**src/rtl/alu_ctrl_md.sv**
```systemverilog
// alu_ctrl_md: execute-stage ALU control with a sequential RV32M/RV64M engine.
//
// Base ALU decode of alu_op/func3/func7_5 into op/sel is combinational and
// does not depend on engine state. M-ops (valid R-type with func7_0 set) go to
// a shift-add multiplier / restoring divider that finishes one bit per cycle.
// Divide by zero and signed divide overflow complete on a fast path.
//
// Ports:
//   clk, rst_n        clock, asynchronous active-low reset
//   valid_i, flush_i  instruction valid in execute, pipeline flush
//   alu_op            00 R-type, 01 I-type, 10 branch, 11 load/store
//   func7_5, func7_0  func7[5] (alternate op), func7[0] (M-extension)
//   func3, rs1, rs2   instruction func3 and operands
//   op, sel           ALU operation and alternate select (combinational)
//   md_stall          hold the pipeline until the M-op completes (combinational)
//   md_busy           engine is iterating (registered)
//   md_done           one-cycle pulse, md_result valid (registered)
//   md_result         multiply/divide result (registered)
module alu_ctrl_md #(
    parameter int unsigned XLEN = 32
) (
    input  logic            clk,
    input  logic            rst_n,
    input  logic            valid_i,
    input  logic            flush_i,
    input  logic [1:0]      alu_op,
    input  logic            func7_5,
    input  logic            func7_0,
    input  logic [2:0]      func3,
    input  logic [XLEN-1:0] rs1,
    input  logic [XLEN-1:0] rs2,
    output logic [2:0]      op,
    output logic            sel,
    output logic            md_stall,
    output logic            md_busy,
    output logic            md_done,
    output logic [XLEN-1:0] md_result
);

    localparam int unsigned CntW = $clog2(XLEN);
    localparam logic [CntW-1:0] CntLast = CntW'(XLEN - 1);
    localparam logic [XLEN-1:0] MinNeg = {1'b1, {(XLEN-1){1'b0}}};

    typedef enum logic [1:0] {StIdle, StCalc, StDone} state_e;

    state_e            state_q, state_d;
    logic [CntW-1:0]   cnt_q, cnt_d;
    logic [2:0]        func3_q, func3_d;
    logic              neg_q, neg_d;
    logic [XLEN-1:0]   a_q, a_d;       // multiplicand, or dividend shifting into quotient
    logic [XLEN-1:0]   b_q, b_d;       // divisor magnitude
    logic [XLEN:0]     rem_q, rem_d;
    logic [2*XLEN-1:0] prod_q, prod_d; // high: partial sum, low: remaining multiplier bits
    logic              busy_q, busy_d;
    logic              done_q, done_d;
    logic [XLEN-1:0]   result_q, result_d;

    // Base decode
    always_comb begin
        op  = 3'b000;
        sel = 1'b0;
        case (alu_op)
            2'b00: begin
                op  = func3;
                sel = ((func3 == 3'b000 || func3 == 3'b101) && func7_5) ||
                      func3 == 3'b010 || func3 == 3'b011;
            end
            2'b01: begin
                op  = func3;
                sel = (func3 == 3'b101 && func7_5) || func3 == 3'b010 || func3 == 3'b011;
            end
            2'b10:   sel = 1'b1;
            default: sel = 1'b0;
        endcase
    end

    logic m_op;
    assign m_op = valid_i && alu_op == 2'b00 && func7_0;

    // Accept-time operand conditioning
    logic            a_signed, b_signed, a_neg, b_neg, res_neg;
    logic            div_zero, div_ovf;
    logic [XLEN-1:0] a_mag, b_mag, fast_res;

    always_comb begin
        // MUL low half is sign-agnostic, so treating it as signed is harmless
        a_signed = (func3 == 3'b000 || func3 == 3'b001 || func3 == 3'b010) ||
                   (func3[2] && !func3[0]);
        b_signed = (func3 == 3'b000 || func3 == 3'b001) || (func3[2] && !func3[0]);
        a_neg    = a_signed && rs1[XLEN-1];
        b_neg    = b_signed && rs2[XLEN-1];
        a_mag    = a_neg ? '0 - rs1 : rs1;
        b_mag    = b_neg ? '0 - rs2 : rs2;
        // Remainder takes the dividend's sign
        res_neg  = (func3[2] && func3[1]) ? a_neg : (a_neg ^ b_neg);
        div_zero = func3[2] && rs2 == '0;
        div_ovf  = func3[2] && !func3[0] && rs1 == MinNeg && rs2 == '1;
        if (div_zero) fast_res = func3[1] ? rs1 : '1;
        else          fast_res = func3[1] ? '0 : rs1;
    end

    // One iteration of each algorithm
    logic [XLEN:0]     mul_sum, div_shift, div_diff, rem_next;
    logic [2*XLEN-1:0] mul_next, prod_fin;
    logic [XLEN-1:0]   quo_next, div_raw, div_fin, calc_res;
    logic              div_borrow;

    always_comb begin
        mul_sum    = {1'b0, prod_q[2*XLEN-1:XLEN]} + {1'b0, (prod_q[0] ? a_q : '0)};
        mul_next   = {mul_sum, prod_q[XLEN-1:1]};
        div_shift  = {rem_q[XLEN-1:0], a_q[XLEN-1]};
        div_diff   = div_shift - {1'b0, b_q};
        div_borrow = div_diff[XLEN];
        rem_next   = div_borrow ? div_shift : div_diff;
        quo_next   = {a_q[XLEN-2:0], ~div_borrow};
        prod_fin   = neg_q ? '0 - mul_next : mul_next;
        div_raw    = func3_q[1] ? rem_next[XLEN-1:0] : quo_next;
        div_fin    = neg_q ? '0 - div_raw : div_raw;
        if (func3_q[2])             calc_res = div_fin;
        else if (func3_q == 3'b000) calc_res = prod_fin[XLEN-1:0];
        else                        calc_res = prod_fin[2*XLEN-1:XLEN];
    end

    // Next-state
    always_comb begin
        state_d  = state_q;
        cnt_d    = cnt_q;
        func3_d  = func3_q;
        neg_d    = neg_q;
        a_d      = a_q;
        b_d      = b_q;
        rem_d    = rem_q;
        prod_d   = prod_q;
        busy_d   = 1'b0;
        done_d   = 1'b0;
        result_d = result_q;
        case (state_q)
            StIdle: begin
                if (m_op && !flush_i) begin
                    func3_d = func3;
                    neg_d   = res_neg;
                    a_d     = a_mag;
                    b_d     = b_mag;
                    rem_d   = '0;
                    prod_d  = {{XLEN{1'b0}}, b_mag};
                    cnt_d   = '0;
                    if (div_zero || div_ovf) begin
                        state_d  = StDone;
                        done_d   = 1'b1;
                        result_d = fast_res;
                    end else begin
                        state_d = StCalc;
                        busy_d  = 1'b1;
                    end
                end
            end
            StCalc: begin
                if (flush_i) begin
                    state_d = StIdle;
                end else begin
                    if (func3_q[2]) begin
                        a_d   = quo_next;
                        rem_d = rem_next;
                    end else begin
                        prod_d = mul_next;
                    end
                    cnt_d = cnt_q + CntW'(1);
                    if (cnt_q == CntLast) begin
                        state_d  = StDone;
                        done_d   = 1'b1;
                        result_d = calc_res;
                    end else begin
                        busy_d = 1'b1;
                    end
                end
            end
            default: state_d = StIdle;
        endcase
    end

    always_ff @(posedge clk or negedge rst_n) begin
        if (!rst_n) begin
            state_q  <= StIdle;
            cnt_q    <= '0;
            func3_q  <= '0;
            neg_q    <= 1'b0;
            a_q      <= '0;
            b_q      <= '0;
            rem_q    <= '0;
            prod_q   <= '0;
            busy_q   <= 1'b0;
            done_q   <= 1'b0;
            result_q <= '0;
        end else begin
            state_q  <= state_d;
            cnt_q    <= cnt_d;
            func3_q  <= func3_d;
            neg_q    <= neg_d;
            a_q      <= a_d;
            b_q      <= b_d;
            rem_q    <= rem_d;
            prod_q   <= prod_d;
            busy_q   <= busy_d;
            done_q   <= done_d;
            result_q <= result_d;
        end
    end

    assign md_stall  = (state_q == StIdle && m_op) || state_q == StCalc;
    assign md_busy   = busy_q;
    assign md_done   = done_q;
    assign md_result = result_q;

endmodule
```
**config.mk**
```make
export PLATFORM = sky130hd
export DESIGN_NAME = alu_ctrl_md
export DESIGN_NICKNAME = d
export VERILOG_FILES = /design/src/rtl/alu_ctrl_md.sv
export SDC_FILE = /design/constraint.sdc
export NUM_CORES = 1
export LEC_CHECK = 0
export CAP_MARGIN = 40
export CORE_MARGIN = 1
export CORE_UTILIZATION = 45
export CTS_CLUSTER_DIAMETER = 40
export DETAILED_ROUTE_END_ITERATION = 8
export PLACE_DENSITY_LB_ADDON = 0.05
export SYNTH_ARGS = -nofsm -noshare
export SYNTH_HDL_FRONTEND = slang
export SYNTH_SLANG_ARGS = --single-unit
```
**constraint.sdc**
```tcl
create_clock -name clk -period 14.1 [get_ports clk]
set_clock_uncertainty 0.05 [all_clocks]
set_input_delay 2.115 -clock clk [delete_from_list [all_inputs] [get_ports clk]]
set_output_delay 2.115 -clock clk [all_outputs]
set_load 0.02 [all_outputs]
```
## Word-level counts from Yosys, hierarchy flattened

Index checks and enable logic that the tools add are counted.

- Memories kept: 0
- Bits in writable memories: 0
- Bits in latches: 0
- Output and inout port bits: 39
- Memory bits (read-only): 0
- Bits in registers: 205

- Mux-type cells: 50
- Eq/ne operators: 17
- Multiply operators: 0
- Reductions and logical operators: 39
- Shift-type cells: 0
- Bitwise logic cells: 2
- Magnitude comparators: 0
- Div/mod/pow operators: 0
- Add/sub/neg operators: 7

Operators by type and width:

| operator | count |
|---|---|
| $mux 32 | 21 |
| $mux 64 | 4 |
| $pmux 32 s2 | 3 |
| $pmux 64 s2 | 1 |
| $sub 1x32->32 const A | 3 |
| $eq 32x32->1 const B | 2 |
| $sub 1x64->64 const A | 1 |
| $add 32x32->33 | 1 |
| $sub 33x32->33 | 1 |
| $logic_not 32->1 | 1 |
| $logic_and 1x1->1 | 13 |
| $ne 2x2->1 const B | 6 |
| $logic_or 1x1->1 | 11 |
| $mux 5 | 2 |
| $pmux 5 s2 | 1 |
| $mux 1 | 9 |
| $mux 2 | 4 |
| $reduce_and 4->1 | 2 |
| $eq 3x2->1 const B | 2 |
| $logic_not 3->1 | 2 |
| $add 5x1->5 const B | 1 |
| $eq 5x5->1 const B | 1 |
| $reduce_and 5->1 | 1 |
| $eq 2x1->1 const B | 2 |
| 16 further kinds | 20 |

## Logic depth before layout (Yosys ltp)

- Word-level depth: 9
- Depth in mapped cells: 23

## Worst setup path before layout

Ideal clock, no wire load.

- Path kind: input port to flip-flop
- Start: in rs1[6]
- End: reg result_q[21], in the netlist md_result[21]
- Stages: 13
- Required time: 13,924 ps
- Slack: 8,673 ps
- Setup time: 126 ps
- Arrival time: 5,251 ps
- Buffers on the path: 2
- Path through: or4_1 > or3_1 > or4_1 > inv_1 > nand2_1 > or4_1 > o21a_1 > o21a_1 > clkbuf_1 > inv_1 > buf_4 > o21ai_0 > o32a_1

- Word-level cells in the longest chain between the ends: 6

RTL lines:

| element | RTL line | text |
|---|---|---|
| from (decl) | 30 | `input logic [XLEN-1:0] rs1,` |
| $eq 32x32->1 | 97 | `div_ovf = func3[2] && !func3[0] && rs1 == MinNeg && rs2 == '1;` |
| $logic_and 1x1->1 (2 in series) | 97 |  |
| $logic_or 1x1->1 | 147 | `if (div_zero \|\| div_ovf) begin` |
| $ne 2x2->1 (no source line) | - |  |
| $reduce_and 5->1 (no source line) | - |  |
| to (signal assigned) | 205 | `result_q <= result_d;` |
| to (decl) | 56 | `logic [XLEN-1:0] result_q, result_d;` |

Every way passes these cells.
A chain may end at the register's enable or synchronous reset.

## Worst setup path in the final report

- Start: reg a_q[31]
- End: reg result_q[22], in the netlist md_result[22]

- Word-level cells in the longest chain between the ends: 9
- Elaborated cells between the ends (all ways): 10
- Those cells by class: add/sub (2); mux (7); bitwise (1)

RTL lines:

| element | RTL line | text |
|---|---|---|
| from (decl) | 50 | `logic [XLEN-1:0] a_q, a_d;` |
| from (signal assigned) | 187 | `a_q <= '0;` |
| from (signal assigned) | 199 | `a_q <= a_d;` |
| $sub 33x32->33 | 112 | `div_diff = div_shift - {1'b0, b_q};` |
| $mux 32 or $not 1->1 (tied branches) | 114, 115 |  |
| $mux 32 * | 117 | `div_raw = func3_q[1] ? rem_next[XLEN-1:0] : quo_next;` |
| $sub 1x32->32 | 118 | `div_fin = neg_q ? '0 - div_raw : div_raw;` |
| $mux 32 * | 118 |  |
| $mux 32 * | 119 | `if (func3_q[2]) calc_res = div_fin;` |
| $mux 32 * | 168 | `if (cnt_q == CntLast) begin` |
| $mux 32 * | 158 | `if (flush_i) begin` |
| $pmux 32 s2 * | 137 | `case (state_q)` |

Every way passes the cells marked *; elsewhere a longest branch is shown, timed or not. The select of a mux whose other input is x is not followed.

==> metrics.md <==
| Metric | Value |
|---|---|
| Outcome | `complete, no violations` |
| DR vias/cell | `6.35` |
| Unrepaired setup endpoints after global routing | `false` |
| Met2 WL | `31,400 um` |
| Core Region | `39,100 um^2` |
| Crit end category | `register` |
| Via count | `18,900` |
| Async SR Flop Fraction | `100%` |
| DR WL met3 | `6030 um` |
| Worst skew pair latency | `0.57 ns` |
| Die width | `202 um` |
| Number of flops mapped to enable cells by yosys | `0` |
| RR Startpoint | `a_q[31]$_DFFE_PN0P_` |
| Min-delay worst type | `reg -> reg` |
| Setup-failing EPs final | `0` |
| Clock Path Buffers | `3` |
| CTS Buf Count | `44` |
| Pin count of the biggest net entering global routing | `92` |
| Min Tclk post-route | `6.12 ns` |
| Hold wc startpoint | `prod_q[47]$_DFFE_PN0P_` |
| Post-CTS Resized | `0` |
| Synthesized area | `18,000 um^2` |
| Initial core utilization | `46.1%` |
| WHS Endpoint | `prod_q[47]$_DFFE_PN0P_` |
| Die H | `202 um` |
| GRT Total Usage | `35.0%` |
| Syn_nets | `2,516` |
| Area Overhead vs Synth | `17.4%` |
| CP Data Arrival Time | `6.48 ns` |
| Required time of the critical path | `14.45 ns` |
| Syn Area/Cell | `7.60 um^2` |
| Placed insts | `2,890` |
| R2R Setup Slk | `7.98 ns` |
| CTS tree | `done` |
| 1st-pass router iterations | `5` |
| DR iter-0 viols | `1,825` |
| Root buf cell | `clkbuf_16` |
| First-pass GRT wire length | `109,000 um` |
| Worst slew margin | `34.4%` |
| Antenna cells | `0` |
| Postcts setup bufs | `0` |
| Sequential area share after synthesis | `28.5%` |
| Hold-fix buffers, CTS | `0` |
| Fin cells | `2,972` |
| Leak Pwr | `8.85 nW` |
| R2R depth | `20` |
| Row count | `72` |
| Worst-path clk slew | `0.05 ns` |
| Max_cap viols | `0` |
| Peak VDD IR | `0.152 mV` |
| Placer Congestion | `0.982` |
| Worst r2r dst | `md_result[22]$_DFFE_PN0P_` |
| Share of the synthesized area in the top cell type | `28.5%` |
| Setup TNS | `0 ns` |
| NumNets Final | `2,566` |
| FF/Latch Area | `5130 um^2` |
| Synth Register Bits | `205` |
| Fmax | `163 MHz` |
| Slew Viols, Final | `0` |
| Mapped Cells | `2,368` |
| Post-DP HPWL | `55,500 um` |
| Sink Count | `205` |
| Max Used Layer | `met4` |
| Leading area contributor after synthesis | `dfrtp_1` |
| Worst Tran Pin Value | `0.975 ns` |
| Commonest non-fill, non-tap cell in the layout | `a21oi_1` |
| Final Hold Vio Count | `0` |
| Die area | `40,800 um^2` |
| Dominant cells by area after synthesis | `dfrtp_1 28%, a21oi_1 8.2%, o21ai_0 6.6%` |
| Final Cycle Share | `43.4%` |
| I/O pin count | `114` |
| Most frequent cells in the layout | `294 x a21oi_1, 246 x nor2_1, 237 x nand2_1, 236 x o21ai_0, 203 x dfrtp_1` |
| Multi-input logic area | `12,100 um^2` |
| Drt wl/cell | `24.4 um` |
| ANT nets after route | `0` |
| Hold path depth | `2` |
| Drc violations | `0` |
| Initial antenna violation count | `0` |
| Vias in the first global route | `17,500` |
| Setup Crit Path Kind | `reg -> reg` |
| Total gr overflow | `0` |
| Syn. warnings | `0` |
| Filler cells | `3,840` |
| Final wirelength | `72,500 um` |
| H-tree Lvls | `2` |
| Worst setup SP type | `register` |
| PwrDens | `155 nW/um^2` |
| Critical path peak fanout | `31` |
| I/O Buffers | `113` |
| Metal-1 WL | `32,300 um` |
| Most common flop cell mapped by yosys | `dfrtp_1` |
| Yosys cell types | `90` |
| Layout cells sized above 1 | `6.60%` |
## worst max-delay path, cell delays in order (launching register included)
cell	delay [ns]
dfrtp_1	0.48
inv_1	0.15
ha_1	0.26
fa_1	0.45
nor2b_1	0.20
o31a_1	0.23
o211ai_1	0.25
a21boi_0	0.53
o21ai_0	0.23
nand2_1	0.10
buf_4	0.33
o21ai_0	0.17
mux2i_1	0.22
ha_1	0.30
nand4b_1	0.12
mux2i_1	0.36
o221ai_1	0.31
or3_1	0.56
o31ai_1	0.30
xnor2_1	0.23
o31ai_1	0.10
## area by class of cell
class	instances	area share (%)
Clock buffer	58	5.79
Clock inverter	24	1.64
Multi-Input combinational cell	1955	57.3
Sequential cell	205	24.3
Tap cell	518	3.07
Inverter	67	1.19
Timing Repair Buffer	145	6.72
## per-layer routing
layer | up-vias | GRT usage (%)
met4 | 0 | 13.9
met3 | 135 | 5.84
li1 | 8744 | -
met1 | 9121 | 49.5
met5 | - | 0
met2 | 873 | 52.9
## sequential cells by signal (all words and copies together) (netlist names)
| register | count |
|---|---|
| prod_q | 64 |
| md_done | 1 |
| state_q | 2 |
| md_result | 32 |
| md_busy | 1 |
| rem_q | 32 |
| func3_q | 3 |
| neg_q | 1 |
| a_q | 32 |
| b_q | 32 |
| cnt_q | 5 |
## synth_stat cells (6+ instances only)
cell type  number
a21oi_1       294
nor2_1        248
nand2_1       239
o21ai_0       236
dfrtp_1       205
clkbuf_1      119
xnor2_1        96
xor2_1         84
ha_1           71
inv_1          67
nor3_1         63
and2_1         53
o31ai_1        46
a22o_1         36
a211oi_1       32
nand3_1        31
mux2i_1        28
or3_1          28
nor4_1         24
o21a_1         21
a21o_1         20
nand4_1        19
o41ai_1        17
a31oi_1        16
nor2b_1        16
or4_1          15
and3_1         14
buf_1          13
o211ai_1       13
mux2_2         11
o31a_1         11
nand2b_1       10
o211a_1        10
buf_2           8
o21bai_1        8
o22ai_1         8
a221o_1         7
o221ai_1        7
nand4b_1        6
## metrics by stage
step	hold slack, ns	worst slack [ns]	util (%)	power, W	instance area [um^2]
2_1_floorplan	0.406	8.67	-	0.00168	18000
3_3_place_gp	0.421	7.24	49.9	0.00211	19500
3_5_place_dp	0.421	7.57	50.1	0.00213	19600
4_1_cts	0.439	8.00	54.1	0.00326	21100
5_1_grt	0.465	7.70	54.1	0.00344	21100
6_report	0.437	7.98	54.1	0.00328	21100
## kinds of logic (layout without fill, tap and decap cells)
logic type / Yosys count / after routing / share of synthesized area (%)
and+or+nand+nor: 804 / 804 / 21.3
xor gates and xnor gates: 180 / 180 / 8.75
DFF: 205 / 205 / 28.5
AOI/OAI and AO/OA: 859 / 859 / 29.7
buffers and inverters: 208 / 294 / 4.41
muxes: 39 / 39 / 2.24
adders and majority gates: 73 / 73 / 5.16
## worst max-delay path by stage
stage	end	start	cells after the start	slack, ns
after floorplan	md_result[21]$_DFFE_PN0P_	rs1[6]	13	8.67
after global placement	md_result[26]$_DFFE_PN0P_	rs1[7]	13	7.24
after detailed placement	md_result[26]$_DFFE_PN0P_	rs1[7]	14	7.57
after CTS	sel	func3[1]	5	8.00
after global routing	md_result[22]$_DFFE_PN0P_	a_q[31]$_DFFE_PN0P_	20	7.70
final	md_result[22]$_DFFE_PN0P_	a_q[31]$_DFFE_PN0P_	20	7.98
## power breakdown
part	total, W	leakage, nW	internal [W]	switching, W
sequential	0.000865	2.68	0.000697	0.000168
clock	0.00111	0.754	0.000742	0.000369
combinational	0.00130	5.42	0.000473	0.000827
total	0.00328	8.85	0.00191	0.00136
Note: power is estimated with default switching activity, not from simulation.
